[config.mk]
export PLATFORM = sky130hd
export DESIGN_NAME = pipe_hazard_ctrl
export DESIGN_NICKNAME = d
export VERILOG_FILES = /design/src/rtl/pipe_hazard_ctrl_pkg.sv /design/src/rtl/pipe_hazard_ctrl_hz_scoreboard.sv /design/src/rtl/pipe_hazard_ctrl.sv
export SDC_FILE = /design/constraint.sdc
export NUM_CORES = 1
export LEC_CHECK = 0
export ABC_AREA = 1
export BUFFER_PORTS_ARGS = -buffer_cell sky130_fd_sc_hd__buf_2
export CAP_MARGIN = 20
export CELL_PAD_IN_SITES_DETAIL_PLACEMENT = 2
export CELL_PAD_IN_SITES_GLOBAL_PLACEMENT = 2
export CORE_MARGIN = 4
export CORE_UTILIZATION = 33
export DETAILED_ROUTE_END_ITERATION = 8
export GPL_ROUTABILITY_DRIVEN = 0
export GPL_TIMING_DRIVEN = 0
export PLACE_DENSITY_LB_ADDON = 0.3
export SYNTH_ARGS = -nofsm -noshare
export SYNTH_HDL_FRONTEND = slang
export SYNTH_SLANG_ARGS = --single-unit
[constraint.sdc]
create_clock -name I_CLOCK -period 4.1 [get_ports I_CLOCK]
set_clock_uncertainty 0.05 [all_clocks]
set_input_delay 0.41 -clock I_CLOCK [delete_from_list [all_inputs] [get_ports I_CLOCK]]
set_output_delay 0.41 -clock I_CLOCK [all_outputs]
set_load 0.03 [all_outputs]
[src/rtl/pipe_hazard_ctrl_pkg.sv]
// Shared definitions for the pipeline hazard controller: register-index width
// and FSM state encodings.
package pipe_hazard_ctrl_pkg;

   localparam int REG_IDX_W = 4;
   localparam int NUM_REGS  = 1 << REG_IDX_W;

   typedef enum logic [1:0] {
      ST_RUN    = 2'd0,
      ST_FLUSH  = 2'd1,
      ST_GSTALL = 2'd2,
      ST_UNUSED = 2'd3
   } state_t;

endpackage

[src/rtl/pipe_hazard_ctrl_hz_scoreboard.sv]
// Per-register and condition-code in-flight counters. Incremented on issue,
// decremented on retire; the pending flags are registered alongside the counts.
module hz_scoreboard
   import pipe_hazard_ctrl_pkg::*;
#(
   parameter int CNT_WIDTH = 2
) (
   input  logic                          clk,
   input  logic                          rst,
   input  logic                          issue,
   input  logic                          issue_reg_wen,
   input  logic                          issue_cc_wen,
   input  logic [REG_IDX_W-1:0]          issue_idx,
   input  logic                          retire,
   input  logic                          retire_reg_wen,
   input  logic                          retire_cc_wen,
   input  logic [REG_IDX_W-1:0]          retire_idx,
   output logic [NUM_REGS*CNT_WIDTH-1:0] counts,
   output logic [CNT_WIDTH-1:0]          cc_count,
   output logic [NUM_REGS-1:0]           pending,
   output logic                          cc_pending
);

   logic [CNT_WIDTH-1:0] cnt_q [NUM_REGS];
   logic [CNT_WIDTH-1:0] cnt_d [NUM_REGS];
   logic [CNT_WIDTH-1:0] cc_d;

   // A same-cycle issue and retire cancel; a retire at zero is dropped.
   function automatic logic [CNT_WIDTH-1:0] step(input logic [CNT_WIDTH-1:0] cur,
                                                 input logic inc, input logic dec);
      if (inc && !dec)
         return cur + 1'b1;
      if (dec && !inc && cur != '0)
         return cur - 1'b1;
      return cur;
   endfunction

   always_comb begin
      for (int r = 0; r < NUM_REGS; r++) begin
         cnt_d[r] = step(cnt_q[r],
                         issue && issue_reg_wen && (issue_idx == r[REG_IDX_W-1:0]),
                         retire && retire_reg_wen && (retire_idx == r[REG_IDX_W-1:0]));
      end
      cc_d = step(cc_count, issue && issue_cc_wen, retire && retire_cc_wen);
   end

   always_comb begin
      counts = '0;
      for (int r = 0; r < NUM_REGS; r++)
         counts[r*CNT_WIDTH +: CNT_WIDTH] = cnt_q[r];
   end

   always_ff @(negedge clk) begin
      if (rst) begin
         for (int r = 0; r < NUM_REGS; r++)
            cnt_q[r] <= '0;
         cc_count   <= '0;
         pending    <= '0;
         cc_pending <= 1'b0;
      end else begin
         for (int r = 0; r < NUM_REGS; r++) begin
            cnt_q[r]   <= cnt_d[r];
            pending[r] <= |cnt_d[r];
         end
         cc_count   <= cc_d;
         cc_pending <= |cc_d;
      end
   end

endmodule

[src/rtl/pipe_hazard_ctrl.sv]
// Pipeline hazard controller: branch-flush / GPU-stall FSM plus data-hazard
// stall generation on top of the in-flight register scoreboard.
module pipe_hazard_ctrl
   import pipe_hazard_ctrl_pkg::*;
#(
   parameter int FLUSH_CYCLES = 2,
   parameter int CNT_WIDTH    = 2
) (
   input  logic                 I_CLOCK,
   input  logic                 I_RESET,
   input  logic                 I_LOCK,
   input  logic                 I_DE_Valid,
   input  logic [REG_IDX_W-1:0] I_DE_Src1Idx,
   input  logic [REG_IDX_W-1:0] I_DE_Src2Idx,
   input  logic                 I_DE_Src1Used,
   input  logic                 I_DE_Src2Used,
   input  logic [REG_IDX_W-1:0] I_DE_DestRegIdx,
   input  logic                 I_DE_RegWEn,
   input  logic                 I_DE_CCWEn,
   input  logic                 I_DE_ReadsCC,
   input  logic                 I_BranchAddrSelect_Signal,
   input  logic                 I_GPUStallSignal,
   input  logic                 I_WB_Valid,
   input  logic                 I_WB_RegWEn,
   input  logic                 I_WB_CCWEn,
   input  logic [REG_IDX_W-1:0] I_WB_DestRegIdx,
   output logic                 O_DEStall_Signal,
   output logic                 O_Flush,
   output logic [1:0]           O_State,
   output logic [NUM_REGS-1:0]  O_PendingRegMask,
   output logic                 O_CCPending
);

   localparam logic [CNT_WIDTH-1:0] CNT_MAX    = '1;
   localparam logic [2:0]           FLUSH_LOAD = 3'(FLUSH_CYCLES);

   state_t                       state_q, state_d;
   logic [2:0]                   fcnt_q, fcnt_d;
   logic                         flush_q;
   logic                         hazard, issue;
   logic [NUM_REGS*CNT_WIDTH-1:0] counts;
   logic [CNT_WIDTH-1:0]         cc_count;
   logic [CNT_WIDTH-1:0]         cnt [NUM_REGS];

   always_comb begin
      for (int r = 0; r < NUM_REGS; r++)
         cnt[r] = counts[r*CNT_WIDTH +: CNT_WIDTH];
   end

   // Sources must not be in flight; a destination counter at max cannot take another write.
   always_comb begin
      hazard = I_DE_Valid &
               ((I_DE_Src1Used & (cnt[I_DE_Src1Idx] != '0)) |
                (I_DE_Src2Used & (cnt[I_DE_Src2Idx] != '0)) |
                (I_DE_ReadsCC  & (cc_count != '0)) |
                (I_DE_RegWEn   & (cnt[I_DE_DestRegIdx] == CNT_MAX)) |
                (I_DE_CCWEn    & (cc_count == CNT_MAX)));
      O_DEStall_Signal = I_RESET | hazard | (state_q == ST_GSTALL) |
                         I_GPUStallSignal | ~I_LOCK;
      issue = I_DE_Valid & I_LOCK & ~O_DEStall_Signal &
              (state_q == ST_RUN) & ~I_BranchAddrSelect_Signal;
   end

   always_comb begin
      state_d = state_q;
      fcnt_d  = fcnt_q;
      case (state_q)
         ST_RUN: begin
            if (I_BranchAddrSelect_Signal) begin
               state_d = ST_FLUSH;
               fcnt_d  = FLUSH_LOAD;
            end else if (I_GPUStallSignal) begin
               state_d = ST_GSTALL;
            end
         end
         ST_FLUSH: begin
            fcnt_d = fcnt_q - 1'b1;
            if (fcnt_q <= 3'd1) begin
               fcnt_d  = 3'd0;
               state_d = I_GPUStallSignal ? ST_GSTALL : ST_RUN;
            end
         end
         ST_GSTALL: begin
            if (!I_GPUStallSignal)
               state_d = ST_RUN;
         end
         default: begin
            state_d = ST_RUN;
            fcnt_d  = 3'd0;
         end
      endcase
   end

   always_ff @(negedge I_CLOCK) begin
      if (I_RESET) begin
         state_q <= ST_RUN;
         fcnt_q  <= 3'd0;
         flush_q <= 1'b0;
      end else begin
         state_q <= state_d;
         fcnt_q  <= fcnt_d;
         flush_q <= (state_d == ST_FLUSH);
      end
   end

   assign O_Flush = flush_q;
   assign O_State = state_q;

   hz_scoreboard #(.CNT_WIDTH(CNT_WIDTH)) u_scoreboard (
      .clk            (I_CLOCK),
      .rst            (I_RESET),
      .issue          (issue),
      .issue_reg_wen  (I_DE_RegWEn),
      .issue_cc_wen   (I_DE_CCWEn),
      .issue_idx      (I_DE_DestRegIdx),
      .retire         (I_WB_Valid),
      .retire_reg_wen (I_WB_RegWEn),
      .retire_cc_wen  (I_WB_CCWEn),
      .retire_idx     (I_WB_DestRegIdx),
      .counts         (counts),
      .cc_count       (cc_count),
      .pending        (O_PendingRegMask),
      .cc_pending     (O_CCPending)
   );

endmodule
==> key figures, run 1 <==
Run status
  – Status: stopped before the end
  – Stopped at: global routing
  – Stop err: [ERROR DPL-0033] detailed placement checks failed during check placement.

Clock tree
  – Clock Sinks: 57
  – Clock Tree Root: clkbuf_16
  – H-Tree Depth: 3
  – CTS buffer count: 9
  – Longest Clk Path Bufs: 2

Floorplanning
  – Die Width: 125 microns
  – Initial Util: 34.0%
  – Core Rows: 42
  – Ports: 51
  – Die height: 125 microns

Global route
  – Initial antenna violation count: 1
  – Largest net degree at the start of global routing: 12

Placement
  – Port Buffer Count: 47
  – HPWL after DPL: 14,100 microns
  – Placed Area: 5000 sq um

Synth
  – Synth warn: 0
  – Library cells used by synthesis: 30
  – Syn_area_per_cell: 5.82 sq um
  – Post-Syn Area: 4530 sq um
  – Syn_nets: 829
  – Register bit total from synthesis: 57
  – Cells after Synth: 779
  – Sequential-to-total area share from yosys stat: around a quarter

STA
  – Worst End Pin Type: register input
  – Worst Endpoint after GRT Repair: u_scoreboard.pending[11]$_SDFF_NP0_/D
## cells in the mapped netlist
| cell type | number | share of area (%) |
|---|---|---|
| nand2_1 | 241 | 20 |
| inv_1 | 184 | 15 |
| nand3_1 | 127 | 14 |
| nor2_1 | 60 | 5.0 |
| dfxtp_1 | 57 | 25 |
| ha_1 | 20 | 5.5 |
| nand4_1 | 19 | 2.6 |
| o21bai_4 | 10 | 4.1 |
| o21ai_1 | 7 | 0.77 |
| o21bai_1 | 7 | 1.2 |
| a21oi_1 | 6 | 0.66 |
| buf_6 | 6 | 1.5 |
| nor3_1 | 6 | 0.66 |
| buf_2 | 4 | 0.44 |
| clkinv_1 | 4 | 0.33 |
| inv_2 | 3 | 0.25 |
| buf_1 | 2 | 0.17 |
| clkbuf_1 | 2 | 0.17 |
| nand3b_1 | 2 | 0.33 |
| o21ai_0 | 2 | 0.22 |
| a221oi_1 | 1 | 0.19 |
| a22oi_1 | 1 | 0.17 |
| a31oi_1 | 1 | 0.14 |
| and2_1 | 1 | 0.14 |
| buf_4 | 1 | 0.17 |
| nand3_2 | 1 | 0.22 |
| nand4_2 | 1 | 0.28 |
| nor2_2 | 1 | 0.14 |
| o211ai_1 | 1 | 0.17 |
| or2_2 | 1 | 0.14 |
## per-stage QoR
step | cells | setup TNS (ns) | hold slack [ns] | setup slack, ns
floorplan | 779 | -3.75 | 0.397 | -0.111
global placement | 1002 | -32.28 | 0.419 | -0.718
detailed placement | 1002 | -37.26 | 0.441 | -0.841
CTS | 1093 | -10.50 | 0.442 | -0.279
## cells by family after synthesis
family	count (synthesis)	synth area share [%]
adder cells (fa/ha/maj)	20	5.52
AND/OR/NAND/NOR	460	43.5
flip-flops	57	25.2
buffers and inverters	206	18.2
AO/OA/AOI/OAI	36	7.62
## repair_timing
item                       in CTS
gates cloned                    5
setup endpoints to repair      52
hold buffers                    0
pin swaps                      39
setup buffers                  14
resized for setup             144
==> run 2: changes to the inputs <==
--- a/config.mk
+++ b/config.mk
@@ -8,14 +8,12 @@
 export ABC_AREA = 1
 export BUFFER_PORTS_ARGS = -buffer_cell sky130_fd_sc_hd__buf_2
 export CAP_MARGIN = 20
-export CELL_PAD_IN_SITES_DETAIL_PLACEMENT = 2
-export CELL_PAD_IN_SITES_GLOBAL_PLACEMENT = 2
 export CORE_MARGIN = 4
 export CORE_UTILIZATION = 33
 export DETAILED_ROUTE_END_ITERATION = 8
 export GPL_ROUTABILITY_DRIVEN = 0
 export GPL_TIMING_DRIVEN = 0
-export PLACE_DENSITY_LB_ADDON = 0.3
+export PLACE_DENSITY_LB_ADDON = 0.15
 export SYNTH_ARGS = -nofsm -noshare
 export SYNTH_HDL_FRONTEND = slang
 export SYNTH_SLANG_ARGS = --single-unit
==> run 2 against run 1 <==
Against the previous run:
- the flow now finishes, with violations (negative setup slack)
- synthesized area stayed put
- synthesized cell count unchanged
==> key figures, run 2 <==
Critical path
  – CP Max Fanout: 3
  – CP Class: reg -> out
  – Startpoint Class: register
  – R2R Setup Slk: 1.78 ns
  – R2R Path Start: u_scoreboard.cnt_q[3][1]$_SDFF_NP0_
  – CP max stage delay: 0.32 ns
  – CP most frequent cell: nand2_2
  – Crit-path slowest cell: dfxtp_2
  – R2R cell count: 19
  – Worst path cell trace: nor2_2 > nand2_1 > nand2_2 > nand2_1 > nand3_1 > nand3_1 > nand3_2 > nand4_1 > nand2_2 > nand2_2 > buf_6
  – Critical Path AT: 3.83 ns
  – Nature of the critical path endpoint: primary output
  – RR Endpoint: u_scoreboard.pending[2]$_SDFF_NP0_
  – WP data required: approximately 3.6 ns

Detailed routing
  – TritonRoute pass-1 iters: 5
  – Met1 Routed Length: 6810 microns
  – ANT nets after route: 0
  – Met2 Routed Length: ~7400 microns
  – Drt total wl: 15,800 microns
  – Drt wl/cell: 14.4 microns
  – Met3 wire length: roughly 1100 microns
  – # DRC: 0
  – DR vias: 5,294
  – DR iter-0 viols: around 360
  – Top Metal Used: met4
  – Routed vias/inst: 4.83

Synth
  – Cell accounting for the most synthesized area: dfxtp_1 (unchanged)
  – FFs w/ async S/R, synth: 0% (unchanged)
  – Most frequent cell after synthesis: nand2_1 (unchanged)
  – Syn_nets: 829 (unchanged)
  – Post-Syn Area: 4530 sq um (unchanged)
  – EDFF count, synth: 0 (unchanged)
  – Synth cell count leaders: nand2_1 (241), inv_1 (184), nand3_1 (127) (unchanged)
  – Cells after Synth: 779 (unchanged)
  – Syn_area_per_cell: 5.82 sq um (unchanged)
  – Synth top area share: 25.2% (unchanged)
  – Synth top area cells: dfxtp_1 (25%), nand2_1 (20%), inv_1 (15%), nand3_1 (14%), ha_1 (5.5%) (unchanged)
  – Library cells used by synthesis: 30 (unchanged)
  – Register bit total from synthesis: 57 (unchanged)
  – Sequential-to-total area share from yosys stat: 25.2% (unchanged)
  – Synth warn: 0 (unchanged)
  – Ys flop type: dfxtp_1 (unchanged)

Final layout
  – Area grow syn2layout: 43.3%
  – Nets: 967
  – Most frequent cells in the layout: inv_1 (207), nand2_1 (192), nand3_1 (75), nor2_1 (57), buf_2 (47)
  – Final Instance Area: 6500 sq um
  – Fillers: 1,452
  – Share of layout cells above drive strength 1: between 20% and 30%
  – Ant diodes: 0
  – Post-route insts no fill: 1,097
  – Regs by FF count: u_scoreboard.cnt_q: 32 flops, u_scoreboard.pending: 16 flops, fcnt_q: 3 flops
  – Biggest register: u_scoreboard.cnt_q
  – Most common cell after layout, fill and taps aside: inv_1
  – Core Util, Final: 48.7%
  – Max FFs per register: 32

Clock tree
  – CTS tree: yes
  – H-Tree Depth: 3 (unchanged)
  – Longest Clk Path Bufs: 2 (unchanged)
  – CTS Hold Bufs: 0 (unchanged)
  – CTS buffer count: 9 (unchanged)
  – Clock Tree Root: clkbuf_16 (unchanged)
  – Reg clk slew, reported paths: roughly 0.05 ns
  – Clk_lat worst skew: ~0.4 ns
  – Clock Sinks: 57 (unchanged)

Power and ir drop
  – Int Pwr: 1.11 mW
  – Psw: roughly 550 uW
  – Pwr dens: around 260 nW/um^2
  – Clock power share: 53.6%
  – Logic gate share of total power: 12.1%
  – Max VDD drop: 0.197 mV
  – Pleak: 3.56 nW
  – Net Sw Frac: 33.3%
  – Sequential Power Share: 34.3%

Floorplanning
  – Die height: 125 microns (unchanged)
  – Core area: 13,300 sq um
  – Die Width: 125 microns (unchanged)
  – Initial Util: 34.0% (unchanged)
  – Ports: 51 (unchanged)
  – Die area: roughly 16,000 sq um
  – Core Rows: 42 (unchanged)

Placement
  – DP Worst Slack: -0.807 ns (was -0.841 ns)
  – Dpl cells: 1,002 (unchanged)
  – Placed Area: 5000 sq um (unchanged)
  – HPWL after DPL: 10,700 microns (was 14,100 microns)
  – Port Buffer Count: 47 (unchanged)

STA
  – RSZ-0062 raised after global routing: true
  – Worst setup margin: -0.186 ns
  – Setup Viol. Count Final: 49
  – Final hold violations: 0
  – Slew margin rel.: between 40% and 50%
  – Slew Limit Fails: 0
  – Worst slew pin tran: about 0.84 ns

Global route
  – First-pass GRT wire length: 25,300 microns
  – Initial antenna violation count: 0
  – GR Util All Layers: 20.3%
  – Largest net degree at the start of global routing: 11
  – Congestion Overflow GR: 0
  – Vias in the first global route: 5,173

Hold path
  – Min-delay src: fcnt_q[2]$_SDFFE_NP0P_
  – Hold depth: 2
  – Hold path endpoint: fcnt_q[2]$_SDFFE_NP0P_
  – Hold WC Path Type: reg -> reg

Flow run
  – Total of max-cap violations: 0

Run status
  – Status: finished with violations (was stopped before the end)
  – Failing checks: negative setup slack
==> run 2: logic make-up (layout without fill, tap and decap cells) <==
logic type / after synthesis / count (layout) / synth area share (%)
simple gates: 460 / 460 / 43.5
buf+inv: 206 / 348 / 18.2
flops: 57 / 57 / 25.2
compound gates: 36 / 36 / 7.62
fa+ha+maj: 20 / 20 / 5.52
==> run 2: worst max-delay path by stage <==
stage | startpoint | to | cells past startpoint
floorplan | I_DE_DestRegIdx[0] | u_scoreboard.pending[9]$_SDFF_NP0_ | 22
global placement | I_DE_Src2Idx[0] | u_scoreboard.pending[5]$_SDFF_NP0_ | 18
detailed placement | I_DE_Src2Idx[0] | u_scoreboard.pending[5]$_SDFF_NP0_ | 18
CTS | u_scoreboard.cnt_q[0][1]$_SDFF_NP0_ | O_DEStall_Signal | 11
global route | I_DE_DestRegIdx[0] | u_scoreboard.pending[7]$_SDFF_NP0_ | 23
finish | u_scoreboard.cnt_q[3][1]$_SDFF_NP0_ | O_DEStall_Signal | 11
==> run 2: area by class of cell <==
class                   count  area [sq um]  share of cell area (%)
multi-input cells         516          3100                    47.8
flip-flops and latches     57          1160                    17.9
inverters                 190           739                    11.4
repair buffers             72           619                    9.53
clock inverters            63           245                    3.77
clock buffers               9           225                    3.47
well taps                 176           220                    3.39
plain buffers              14           181                    2.79
==> run 2: worst max-delay path: cells and delay by family, from the launching register on <==
family	cells	cell delay, ns
simple gates	10	0.92
flops	1	0.32
buf+inv	1	0.14
==> run 2: power groups by stage <==
| stage | clock network [mW] | registers (mW) | logic, mW |
|---|---|---|---|
| after global routing | 1.01 | 0.569 | 0.224 |
| after floorplan | 0.0860 | 0.582 | 0.0981 |
| after detailed placement | 0.0860 | 0.577 | 0.164 |
| after CTS | 0.940 | 0.570 | 0.193 |
| final | 0.890 | 0.570 | 0.202 |
| after global placement | 0.0860 | 0.577 | 0.164 |
==> run 2: repair_timing <==
action	4_1_cts	5_1_grt
gates resized for setup	136	92
cloned	7	0
setup buffers	14	7
pin swaps	43	33
hold endpoints to repair	0	0
endpoints found under the setup margin	51	51
==> run 2: through the flow <==
step | hold WS (ns) | setup TNS, ns | total power, mW
global route | 0.478 | -15.00 | 1.80
CTS | 0.445 | -3.27 | 1.70
detailed placement | 0.423 | -36.21 | 0.827
finish | 0.436 | -4.18 | 1.66
global placement | 0.426 | -35.64 | 0.827
floorplan | 0.397 | -3.75 | 0.767
==> run 2: layer usage <==
metal  track usage, %  vias to the layer above
met5                0                        -
met4             9.95                        0
met3             6.18                       36
met2             31.5                      170
met1             25.5                     2415
li1                 -                     2673
(Power assumes the default switching activity.)
